### config.mk
export PLATFORM = sky130hd
export DESIGN_NAME = ifq
export DESIGN_NICKNAME = d
export VERILOG_FILES = /design/src/rtl/ifq_pkg.sv /design/src/rtl/ifq_fifo.sv /design/src/rtl/ifq.sv
export SDC_FILE = /design/constraint.sdc
export NUM_CORES = 1
export LEC_CHECK = 0
export ABC_AREA = 1
export CORE_ASPECT_RATIO = 0.8
export CORE_UTILIZATION = 38
export CTS_CLUSTER_SIZE = 24
export DETAILED_ROUTE_END_ITERATION = 7
export PLACE_DENSITY_LB_ADDON = 0.25
export SETUP_SLACK_MARGIN = 0.2
export SYNTH_ARGS = -nofsm -noshare
export SYNTH_HDL_FRONTEND = slang
export SYNTH_HIERARCHICAL = 1
export SYNTH_SLANG_ARGS = --single-unit
### constraint.sdc
create_clock -name clk -period 9 [get_ports clk]
set_input_delay 1.8 -clock clk [delete_from_list [all_inputs] [get_ports clk]]
set_output_delay 1.8 -clock clk [all_outputs]
set_load 0.05 [all_outputs]
### src/rtl/ifq_pkg.sv
// rtl/ifq_pkg.sv - shared fetch-queue types, constants and helpers
package ifq_pkg;

    // Fetch FSM encodings
    typedef enum logic [1:0] {
        S_IDLE = 2'd0,
        S_REQ  = 2'd1,
        S_WAIT = 2'd2
    } fetch_state_t;

    localparam logic [31:0] IFQ_RESET_PC = 32'h0000_0000;
    localparam int          IFQ_W_DATA   = 64;

    // Instruction fetches are always word aligned
    function automatic logic [31:0] word_align(input logic [31:0] a);
        return a & 32'hFFFF_FFFC;
    endfunction

endpackage

### src/rtl/ifq_fifo.sv
// rtl/ifq_fifo.sv - first-word-fall-through queue with flush
module ifq_fifo #(
    parameter int DEPTH  = 16,
    parameter int W_PTR  = 4,
    parameter int W_DATA = 64
) (
    input  logic              clk,
    input  logic              reset,
    input  logic              wen,
    input  logic [W_DATA-1:0] wdata,
    input  logic              ren,
    input  logic              flush,
    output logic [W_DATA-1:0] rdata,
    output logic              empty,
    output logic              full,
    output logic [W_PTR:0]    count
);

    localparam logic [W_PTR:0] PTR_ONE = {{W_PTR{1'b0}}, 1'b1};

    logic [W_DATA-1:0] mem [DEPTH];
    logic [W_PTR:0]    wr_ptr;
    logic [W_PTR:0]    rd_ptr;
    logic              do_wr;
    logic              do_rd;

    // Flush dominates: neither a write nor a read takes effect in a flush cycle
    assign do_wr = wen && !full && !flush;
    assign do_rd = ren && !empty && !flush;

    // Extra pointer MSB distinguishes full from empty when low bits match
    assign empty = (wr_ptr == rd_ptr);
    assign full  = (wr_ptr[W_PTR] != rd_ptr[W_PTR]) &&
                   (wr_ptr[W_PTR-1:0] == rd_ptr[W_PTR-1:0]);
    assign count = wr_ptr - rd_ptr;

    // Head is presented combinationally; zero when nothing is queued
    assign rdata = empty ? '0 : mem[rd_ptr[W_PTR-1:0]];

    // Pointer update: flush resets both, otherwise advance on accepted write/read
    always_ff @(posedge clk or negedge reset) begin
        if (!reset) begin
            wr_ptr <= '0;
            rd_ptr <= '0;
        end else if (flush) begin
            wr_ptr <= '0;
            rd_ptr <= '0;
        end else begin
            if (do_wr) wr_ptr <= wr_ptr + PTR_ONE;
            if (do_rd) rd_ptr <= rd_ptr + PTR_ONE;
        end
    end

    // Storage array; contents are don't-care until written
    always_ff @(posedge clk) begin
        if (do_wr) mem[wr_ptr[W_PTR-1:0]] <= wdata;
    end

endmodule

### src/rtl/ifq.sv
// rtl/ifq.sv - instruction fetch queue with branch flush and redirect
module ifq
    import ifq_pkg::*;
#(
    parameter int          DEPTH    = 16,
    parameter int          W_PTR    = 4,
    parameter logic [31:0] RESET_PC = IFQ_RESET_PC
) (
    input  logic        clk,
    input  logic        reset,
    output logic [31:0] imem_addr,
    output logic        imem_ren,
    input  logic        imem_ready,
    input  logic [31:0] imem_rdata,
    input  logic        imem_rvalid,
    input  logic        dispatch_ren,
    input  logic        dispatch_branch_valid,
    input  logic [31:0] dispatch_branch_addr,
    output logic [31:0] dispatch_inst,
    output logic [31:0] dispatch_pcout_plus4,
    output logic        dispatch_empty
);

    localparam logic [W_PTR:0] DEPTH_CNT = (W_PTR+1)'(DEPTH);
    localparam logic [W_PTR:0] CNT_ONE   = {{W_PTR{1'b0}}, 1'b1};

    fetch_state_t          state;
    fetch_state_t          state_next;
    logic [31:0]           pc_r;
    logic [31:0]           pc_next;
    logic [31:0]           req_addr_r;
    logic                  drop_r;
    logic                  drop_next;
    logic                  push;
    logic                  pop;
    logic                  fifo_full;
    logic [W_PTR:0]        count;
    logic [W_PTR:0]        cnt_after;
    logic [31:0]           target;
    logic [IFQ_W_DATA-1:0] fifo_rdata;

    assign target   = word_align(dispatch_branch_addr);
    assign imem_ren = (state == S_REQ);
    // req_addr_r holds the in-flight request PC through S_REQ and S_WAIT
    assign imem_addr = req_addr_r;

    assign push = (state == S_WAIT) && imem_rvalid && !drop_r &&
                  !dispatch_branch_valid && !fifo_full;
    assign pop  = dispatch_ren && !dispatch_empty && !dispatch_branch_valid;

    // Occupancy after this cycle's push/pop; a flush empties the queue
    assign cnt_after = dispatch_branch_valid ? '0 :
                       count + (push ? CNT_ONE : '0) - (pop ? CNT_ONE : '0);

    // Next-state, next-PC and drop tracking
    always_comb begin
        state_next = state;
        pc_next    = pc_r;
        drop_next  = drop_r;
        case (state)
            S_IDLE: begin
                if (dispatch_branch_valid || (count < DEPTH_CNT)) state_next = S_REQ;
            end
            S_REQ: begin
                if (imem_ready) begin
                    state_next = S_WAIT;
                    // A redirect seen while pending already holds the new PC
                    if (!drop_r) pc_next = pc_r + 32'd4;
                end
            end
            S_WAIT: begin
                if (imem_rvalid) begin
                    drop_next  = 1'b0;
                    state_next = (cnt_after < DEPTH_CNT) ? S_REQ : S_IDLE;
                end
            end
            default: state_next = S_IDLE;
        endcase
        if (dispatch_branch_valid) begin
            pc_next = target;
            // Mark the outstanding request stale unless its response is arriving now
            if ((state == S_REQ) || ((state == S_WAIT) && !imem_rvalid)) drop_next = 1'b1;
        end
    end

    // FSM, PC, request address and drop flag registers
    always_ff @(posedge clk or negedge reset) begin
        if (!reset) begin
            state      <= S_IDLE;
            pc_r       <= RESET_PC;
            req_addr_r <= RESET_PC;
            drop_r     <= 1'b0;
        end else begin
            state  <= state_next;
            pc_r   <= pc_next;
            drop_r <= drop_next;
            if ((state == S_IDLE) || ((state_next == S_REQ) && (state != S_REQ)))
                req_addr_r <= pc_next;
        end
    end

    ifq_fifo #(
        .DEPTH  (DEPTH),
        .W_PTR  (W_PTR),
        .W_DATA (IFQ_W_DATA)
    ) u_fifo (
        .clk   (clk),
        .reset (reset),
        .wen   (push),
        .wdata ({req_addr_r + 32'd4, imem_rdata}),
        .ren   (dispatch_ren),
        .flush (dispatch_branch_valid),
        .rdata (fifo_rdata),
        .empty (dispatch_empty),
        .full  (fifo_full),
        .count (count)
    );

    assign dispatch_inst        = fifo_rdata[31:0];
    assign dispatch_pcout_plus4 = fifo_rdata[63:32];

endmodule

# ---- Yosys cells after proc, flatten, opt, wreduce, memory -nomap -nowiden
# Memory sizes are Yosys's and may differ from the RTL's.
# Cells that the tools add are included.
# W data, S select, Z words.
dict set report classes {
  n_addsub 7
  n_lt_le_gt_ge 2
  n_eq_ne 7
  muxes 23
  reduce_logical 22
}
# op count
set op_table {}
lappend op_table {{$mux W32} 4}
lappend op_table {{$add A32 B3 Y32 const B} 2}
lappend op_table {{$mux W64} 1}
lappend op_table {{$mux W5} 5}
lappend op_table {{$logic_and A1 B1 Y1} 11}
lappend op_table {{$add A5 B1 Y5 const B} 2}
lappend op_table {{$lt A5 B5 Y1 const B} 2}
lappend op_table {{$mux W1} 9}
lappend op_table {{$mux W2} 3}
lappend op_table {{$pmux W2 S3} 1}
lappend op_table {{$add A5 B1 Y5} 1}
lappend op_table {{$eq A5 B5 Y1} 1}
lappend op_table {{$logic_not A1 Y1} 5}
lappend op_table {{$sub A5 B1 Y5} 1}
lappend op_table {{$sub A5 B5 Y5} 1}
lappend op_table {{$eq A2 B1 Y1 const B} 2}
lappend op_table {{$eq A4 B4 Y1} 1}
lappend op_table {{$reduce_bool A2 Y1} 2}
lappend op_table {{$logic_or A1 B1 Y1} 3}
lappend op_table {{$eq A2 B2 Y1 const B} 1}
lappend op_table {{$logic_not A2 Y1} 1}
lappend op_table {{$ne A2 B1 Y1 const B} 1}
lappend op_table {{$ne A1 B1 Y1} 1}
dict set report word_totals {
  ff_bits 77
  ramBits 1024
  input_bits 70
  word_cells 68
  memories 1
}
# name words word_bits read_ports rd_ports_with_merged_regs wr line_no
set mem_list {}
lappend mem_list {u_fifo.mem 16 64 1 0 1 ifq_fifo.sv:21} ;# logic [W_DATA-1:0] mem [DEPTH];

# ---- Logic depth before layout (Yosys ltp)
# Gate-level depths: netlist (run 1).
dict set report logic_depth {
  ltp_word 16
  depth_mapped 27
}

# ---- Cells and area by module
# The synthesis (run 1) kept the hierarchy.
# module instances cells_per_inst area_each_um2
set modules_own_cells {}
lappend modules_own_cells {ifq_fifo 1 4360 44695.4}
lappend modules_own_cells {ifq 1 600 4265.3}

# ---- Worst setup path before layout (run 1)
# No wires, ideal clock.
dict set report synth_path {
  kind {input to register}
  from {input port dispatch_branch_valid}
  to {memory u_fifo.mem[3][0], enable pin}
  arrival_ns 6.857
  required_time_ns 8.435
  slack_ns 1.578
  path_stages 7
  path_buffers 0
  path_cell_list {inv_2 -> nand2_1 -> nor2_1 -> nand2_1 -> nor2_2 -> inv_1 -> nor3_1}
}
dict set report synth_via {
  elab_chain_len 7
}
# item line_no
set synth_rtl {}
lappend synth_rtl {{start: declaration} ifq.sv:17} ;# input logic dispatch_branch_valid,
lappend synth_rtl {{$logic_not A1 Y1} ifq.sv:48} ;# !dispatch_branch_valid && !fifo_full;
lappend synth_rtl {{$logic_and A1 B1 Y1} ifq.sv:47} ;# assign push = (state == S_WAIT) && imem_rvalid && !drop_r &&
lappend synth_rtl {{$logic_and A1 B1 Y1} ifq.sv:48}
lappend synth_rtl {{via push} ifq.sv:34} ;# logic push;
lappend synth_rtl {{$logic_and A1 B1 Y1 (2 in series)} ifq_fifo.sv:28} ;# assign do_wr = wen && !full && !flush;
lappend synth_rtl {{$mux W1} ifq_fifo.sv:56} ;# if (do_wr) mem[wr_ptr[W_PTR-1:0]] <= wdata;
lappend synth_rtl {{$mux W1 (not written as such)} ifq_fifo.sv:56}
lappend synth_rtl {{end: declaration} ifq_fifo.sv:21}
# The timed path passes the listed nets, and every way through them passes these cells.

# ---- Final worst setup path (run 1)
dict set report layout_path {
  from {register u_fifo.rd_ptr[0]}
  to {output port dispatch_pcout_plus4[25]}
}
dict set report layout_via {
  elab_chain_len 2
  elab_cells_between_ends 3
  classes_between {eq/ne: 1; mux: 1; memory: 1}
}
# item line_no
set layout_rtl {}
lappend layout_rtl {{start: declaration} ifq_fifo.sv:23} ;# logic [W_PTR:0] rd_ptr;
lappend layout_rtl {{start signal: assignment} ifq_fifo.sv:50} ;# if (do_rd) rd_ptr <= rd_ptr + PTR_ONE;
lappend layout_rtl {{$mem_v2 Z16 W64 or $eq A5 B5 Y1 (tied branches)} --}
lappend layout_rtl {{$mux W64 *} ifq_fifo.sv:38} ;# assign rdata = empty ? '0 : mem[rd_ptr[W_PTR-1:0]];
lappend layout_rtl {{end: declaration} ifq.sv:20} ;# output logic [31:0] dispatch_pcout_plus4,
# Every way passes the cells marked *; elsewhere a longest branch is shown, timed or not.

==> results of run 1 <==
==> final timing paths <==
path / startpoint / to / slack, ns / depth (start not counted)
setup / recovery: u_fifo/rd_ptr[0] / dispatch_pcout_plus4[25] / 1.90 / 9
min in group asynchronous: reset / pc_r[2] / 1.24 / 1
setup reg to reg: u_fifo/rd_ptr[0] / u_fifo/mem[14][38] / 3.67 / 14
hold / removal: pc_r[0] / pc_r[0] / 0.48 / 2
hold reg to reg: pc_r[0] / pc_r[0] / 0.48 / 2
max in group asynchronous: reset / u_fifo/rd_ptr[2] / 6.95 / 1
==> layout make-up <==
cell class / count / area [um^2] / area share, %
clock inverters: 64 / 606 / 1.08
inverters: 789 / 2990 / 5.35
multi-input cells: 2842 / 12300 / 21.9
diodes: 2 / 5.00 / 0.00894
flip-flops and latches: 1101 / 32700 / 58.4
clock buffers: 143 / 3020 / 5.40
well taps: 1725 / 2160 / 3.86
repair buffers: 231 / 2210 / 3.96
==> state kept, by name, indices dropped and copies added (netlist names) <==
register       cells
u_fifo/rd_ptr      5
pc_r              32
imem_addr         32
u_fifo/wr_ptr      5
drop_r             1
state              2
u_fifo/mem      1024
==> per-layer routing <==
layer  vias up  GRT usage, %
li1      16100             -
met1     15700          28.2
met2       971          29.6
met3       163          3.56
met4         2          4.82
met5         -             0
==> synth_stat cells <==
cell type,count
nand4_2,1
edfxtp_1,1024
nor4_4,1
inv_2,5
nor3_4,1
nor2_4,4
o21ai_1,6
buf_6,4
nand3b_1,5
ha_1,15
buf_1,12
a31oi_1,2
nand3_1,598
nor2_2,10
a21oi_1,68
nand2_2,7
o21ai_0,22
or2_2,1
fa_1,1
clkinv_1,1
xor2_1,27
nand2_1,1952
xnor2_1,12
clkbuf_1,29
o31ai_1,2
buf_4,25
buf_2,158
dfrtp_1,77
nor3b_1,1
nand4_1,19
nor3_1,22
nor2_1,56
o211ai_1,2
nor4_1,3
inv_1,782
o21a_1,1
inv_6,1
nand3_2,3
==> critical path, cell delays in order, from the launching register on <==
cell	delay [ns]
dfrtp_4	0.80
buf_4	0.72
ha_1	0.25
nand2_1	0.05
nor2_1	0.13
inv_1	0.09
nor2_4	0.71
buf_4	0.69
a21oi_1	0.29
clkdlybuf4s50_1	0.79
==> power by group <==
group / switching [mW] / total, mW / internal [mW]
Sequential: 0.177 / 6.18 / 6.00
Clock: 1.97 / 4.60 / 2.63
Combinational: 1.03 / 1.38 / 0.350
Total: 3.18 / 12.2 / 8.98
==> cells by family after synthesis <==
kind of cell | count (synthesis) | synth area share, %
simple gates | 2684 | 22.6
flops | 1101 | 66.7
buf+inv | 1017 | 8.46
compound gates | 103 | 1.08
xor+xnor | 39 | 0.698
fa+ha+maj | 16 | 0.424
==> per-stage QoR <==
| stage | worst slack, ns | area, um^2 | power [mW] |
|---|---|---|---|
| 6_report | 1.90 | 56000 | 12.2 |
| 3_3_place_gp | 2.56 | 52300 | 7.64 |
| 3_5_place_dp | 2.59 | 52300 | 7.66 |
| 2_1_floorplan | 1.58 | 49000 | 7.04 |
| 5_1_grt | 1.67 | 56000 | 12.6 |
| 4_1_cts | 1.80 | 55900 | 12.3 |
==> results.txt, run 1 <==
Share of layout cells above drive strength 1 - 5.42%
Placed Cells - 6,688
Worst skew pair latency - 0.72 ns
Top routing layer used - met5
Worst-margin pin slew - 1.33 ns
Distinct cells, synth - 38
Crit. End Element - output port
Quantity of I/O buffers inserted on ports - 165
Period utilization - 78.8%
PD cells - 217 nW/um^2
Vias in the first global route - 31,000
Routed wire length - 126,000 um
DRT iter0 DRCs - 2,781
Syn_area_per_cell - 9.87 um^2
Antenna violations before repair - 3
Deepest clock path buffer count - 3
Post-layout util - 43.9%
Hold buffer count at CTS - 0
Maximum vdd drop - 0.000225 V
Resized Gates After CTS - 0
Gr ovfl total - 0
CP Class - reg -> out
Slew margin rel. - 11.1%
Initial Util - 38.4%
Per-cell routed wire length - 18.3 um
RSZ-0062 raised after global routing - false
Most frequent cells in the layout - nand2_1 (1,952), edfxtp_1 (1,024), inv_1 (780), nand3_1 (598), clkdlybuf4s50_1 (163)
Post-synthesis net count - 5,046
Total number of vias - 32,900
Hold Path Class - reg -> reg
Routed Antenna Nets - 0
Die Height - 323 um
Worst setup SP type - register
MaxCap Viol Count - 0
I/O pins - 168
Yosys top cell by area - edfxtp_1
Clk slew on worst S/H paths - 0.06 ns
Full die area - 130,000 um^2
Row Count - 117
Leakage dissipation - 23.5 nW
CP Max Fanout - 66
Layout Cells excl Fill - 6,897
Clk sink count - 1,101
WL met2 - 55,100 um
Largest net degree at the start of global routing - 239
Crit path required time - 7.20 ns
Fin Hold WS - 0.482 ns
Sequential share of the synthesized area - 66.7%
Post-route met1 wirelength - 59,100 um
DRC Markers - 0
Outcome - finished, final reports clean
Fillers - 11,900
Final setup vio count - 0
Top post-synthesis cells by area - edfxtp_1 (63%), nand2_1 (15%), nand3_1 (6.1%)
Root buffer cell - clkbuf_16
Tmin final - 7.10 ns
Core area - 128,000 um^2
Most common cell after layout, fill and taps aside - nand2_1
Syn. warnings - 6
Setup bufs post-CTS - 0
Met3 WL - 8920 um
GPL Wtd Cong - 0.836
Register bit total from synthesis - 1,101
Post-DP HPWL - 65,000 um
F_max - 141 MHz
Vias/cell - 4.77
Area growth syn-to-layout - 14.3%
Post-synth top area share - 62.8%
Cts bufs inserted - 112
Synth Cell Area - 49,000 um^2
Clock skew - 0.0285 ns
First-pass GRT wire length - 191,000 um
Final #Nets - 5,163
Htree depth - 3
Setup TNS - 0 ns
TritonRoute pass-1 iters - 5
CTS tree - done
Final Max Slew Viols - 0
Die W - 403 um
Worst EP arrival - 5.30 ns
Synthesized instance count - 4,960
Global Route Usage Sum - 19.3%
Final hold vios - 0
(Power assumes the default switching activity.)
==> inputs of run 2 (changes only) <==
- clock period: 9 -> 5.8 ns (I/O delays scaled with it)
==> results.txt, run 2 (same netlist as run 1, synthesis figures left out) <==
Outcome - finished, final reports clean (unchanged)
Final hold vios - 0 (unchanged)
Core area - 128,000 um^2 (unchanged)
Final Max Slew Viols - 0 (unchanged)
CP Class - reg -> out (unchanged)
Hold Path Stages - 2 (unchanged)
R2R Path Start - u_fifo/rd_ptr[1] (was u_fifo/rd_ptr[0])
Period utilization - 91.7%
Die Height - 323 um (unchanged)
Worst R2R Setup Slack - 1.59 ns (was 3.67 ns)
Most frequent cells in the layout - nand2_1 (1,952), edfxtp_1 (1,024), inv_1 (780), nand3_1 (598), clkdlybuf4s50_1 (160) (was nand2_1 (1,952), edfxtp_1 (1,024), inv_1 (780), nand3_1 (598), clkdlybuf4s50_1 (163))
CTS tree - done (unchanged)
Post-layout util - 44.1% (was 43.9%)
Worst setup SP type - register (unchanged)
Worst EP arrival - 4.16 ns (was 5.30 ns)
PD cells - 332 nW/um^2 (was 217 nW/um^2)
Layout Cells excl Fill - 6,916 (was 6,897)
CP cell instances - inv_8 -> buf_4 -> nand3_1 -> nand2_1 -> nand2_1 -> nand2_1 -> inv_1 -> a21oi_1 -> clkdlybuf4s50_1 (was buf_4 -> ha_1 -> nand2_1 -> nor2_1 -> inv_1 -> nor2_4 -> buf_4 -> a21oi_1 -> clkdlybuf4s50_1)
Cts bufs inserted - 112 (unchanged)
DRT iter0 DRCs - 2,665 (was 2,781)
Share of layout cells above drive strength 1 - 5.82% (was 5.42%)
Worst skew pair latency - 0.73 ns (was 0.72 ns)
Final #Nets - 5,186 (was 5,163)
Most common cell after layout, fill and taps aside - nand2_1 (unchanged)
Htree depth - 3 (unchanged)
Crit. End Element - output port (unchanged)
Fin Hold WS - 0.496 ns (was 0.482 ns)
Worst-margin pin slew - 1.24 ns (was 1.33 ns)
Total number of vias - 32,900 (about the same)
Area growth syn-to-layout - 14.8% (was 14.3%)
CP Max Fanout - 64 (was 66)
Full die area - 130,000 um^2 (unchanged)
Gr ovfl total - 0 (unchanged)
Maximum vdd drop - 0.000298 V (was 0.000225 V)
Clock skew - 0.0584 ns (was 0.0285 ns)
Crit path top cell by count - nand2_1 (was buf_4)
Die W - 403 um (unchanged)
First-pass GRT wire length - 192,000 um (was 191,000 um)
Vias in the first global route - 31,500 (was 31,000)
Antenna violations before repair - 3 (unchanged)
Largest net degree at the start of global routing - 259 (was 239)
Global Route Usage Sum - 19.4% (was 19.3%)
Max reg flops - 1,024 (unchanged)
Root buffer cell - clkbuf_16 (unchanged)
Hold Crit Endpoint - pc_r[0] (unchanged)
Clk slew on worst S/H paths - 0.06 ns (about the same)
CP max-delay cell - clkdlybuf4s50_1 (was dfrtp_4)
GPL Wtd Cong - 0.857 (was 0.836)
Vias/cell - 4.76 (was 4.77)
Hold buffer count at CTS - 0 (unchanged)
Crit-path max cell delay - 0.89 ns (was 0.80 ns)
I/O pins - 168 (unchanged)
Crit path launch - u_fifo/rd_ptr[1] (was u_fifo/rd_ptr[0])
Leakage dissipation - 23.7 nW (was 23.5 nW)
RSZ-0062 raised after global routing - false (unchanged)
TritonRoute pass-1 iters - 5 (unchanged)
Fillers - 12,100 (was 11,900)
Per-cell routed wire length - 18.3 um (about the same)
Slew margin rel. - 16.7% (was 11.1%)
Reg2reg path depth - 14 (unchanged)
Quantity of I/O buffers inserted on ports - 165 (unchanged)
Crit path required time - 4.64 ns (was 7.20 ns)
Routed Antenna Nets - 0 (unchanged)
Deepest clock path buffer count - 3 (unchanged)
Setup bufs post-CTS - 0 (unchanged)
Reg2reg end - u_fifo/mem[10][59] (was u_fifo/mem[14][38])
Hold Path Class - reg -> reg (unchanged)
Final setup vio count - 0 (unchanged)
F_max - 188 MHz
DRC Markers - 0 (unchanged)
Row Count - 117 (unchanged)
Tmin final - 5.32 ns
Initial Util - 38.4% (unchanged)
Placed Cells - 6,711 (was 6,688)
Min-delay src - pc_r[0] (unchanged)
Post-layout power - 18.7 mW (was 12.2 mW)
MaxCap Viol Count - 0 (unchanged)
Routed wire length - 127,000 um (was 126,000 um)
Post-DP HPWL - 65,000 um (about the same)
Clk sink count - 1,101 (unchanged)
run 2: critical path, delay by kind of cell (launching register included):
family,cells,cell delay (ns)
and+or+nand+nor,4,0.45
buffers and inverters,4,1.97
DFF,1,0.60
AOI/OAI and AO/OA,1,0.38
run 2: routing by layer:
| metal | wire length, um | GRT usage, % |
|---|---|---|
| met5 | 0 | 0 |
| met4 | 3140 | 5.23 |
| met1 | 59400 | 27.5 |
| met2 | 55600 | 30.1 |
| met3 | 8490 | 4.11 |
run 2: power breakdown:
group / switching [mW] / internal [mW]
combinational: 1.62 / 0.566
sequential: 0.273 / 9.31
clock: 3.05 / 3.85
total: 4.94 / 13.7
run 2: cell type report:
cell class / count / area [um^2] / area share (%)
antenna: 2 / 5.00 / 0.00891
sequential: 1101 / 32700 / 58.2
clock inverter: 52 / 437 / 0.777
inverter: 789 / 2990 / 5.32
clock buffer: 151 / 3040 / 5.41
multi-input combinational: 2842 / 12300 / 21.8
timing repair buffer: 254 / 2610 / 4.64
tap: 1725 / 2160 / 3.84
run 2: worst max-delay path by stage:
stage                                     endpoint  depth (start not counted)
after floorplan                   u_fifo/mem[3][0]                         16
after global placement            dispatch_inst[4]                          9
after detailed placement          dispatch_inst[4]                          9
after CTS                        dispatch_inst[22]                          9
after global routing             dispatch_inst[22]                          9
final                     dispatch_pcout_plus4[23]                          9
run 2: timing repair:
action / 4_1_cts / 5_1_grt
setup endpoints to repair: 2 / 0
hold endpoints to repair: 0 / 0
gates resized for setup: 1 / 0
run 2: per-stage QoR:
stage               cell area (um^2)  setup WS (ns)  setup TNS, ns
floorplan                      49000          -1.19        -227.72
global placement               52700          0.920              0
detailed placement             52700          0.938              0
CTS                            56200          0.407              0
global route                   56200          0.247              0
finish                         56200          0.479              0
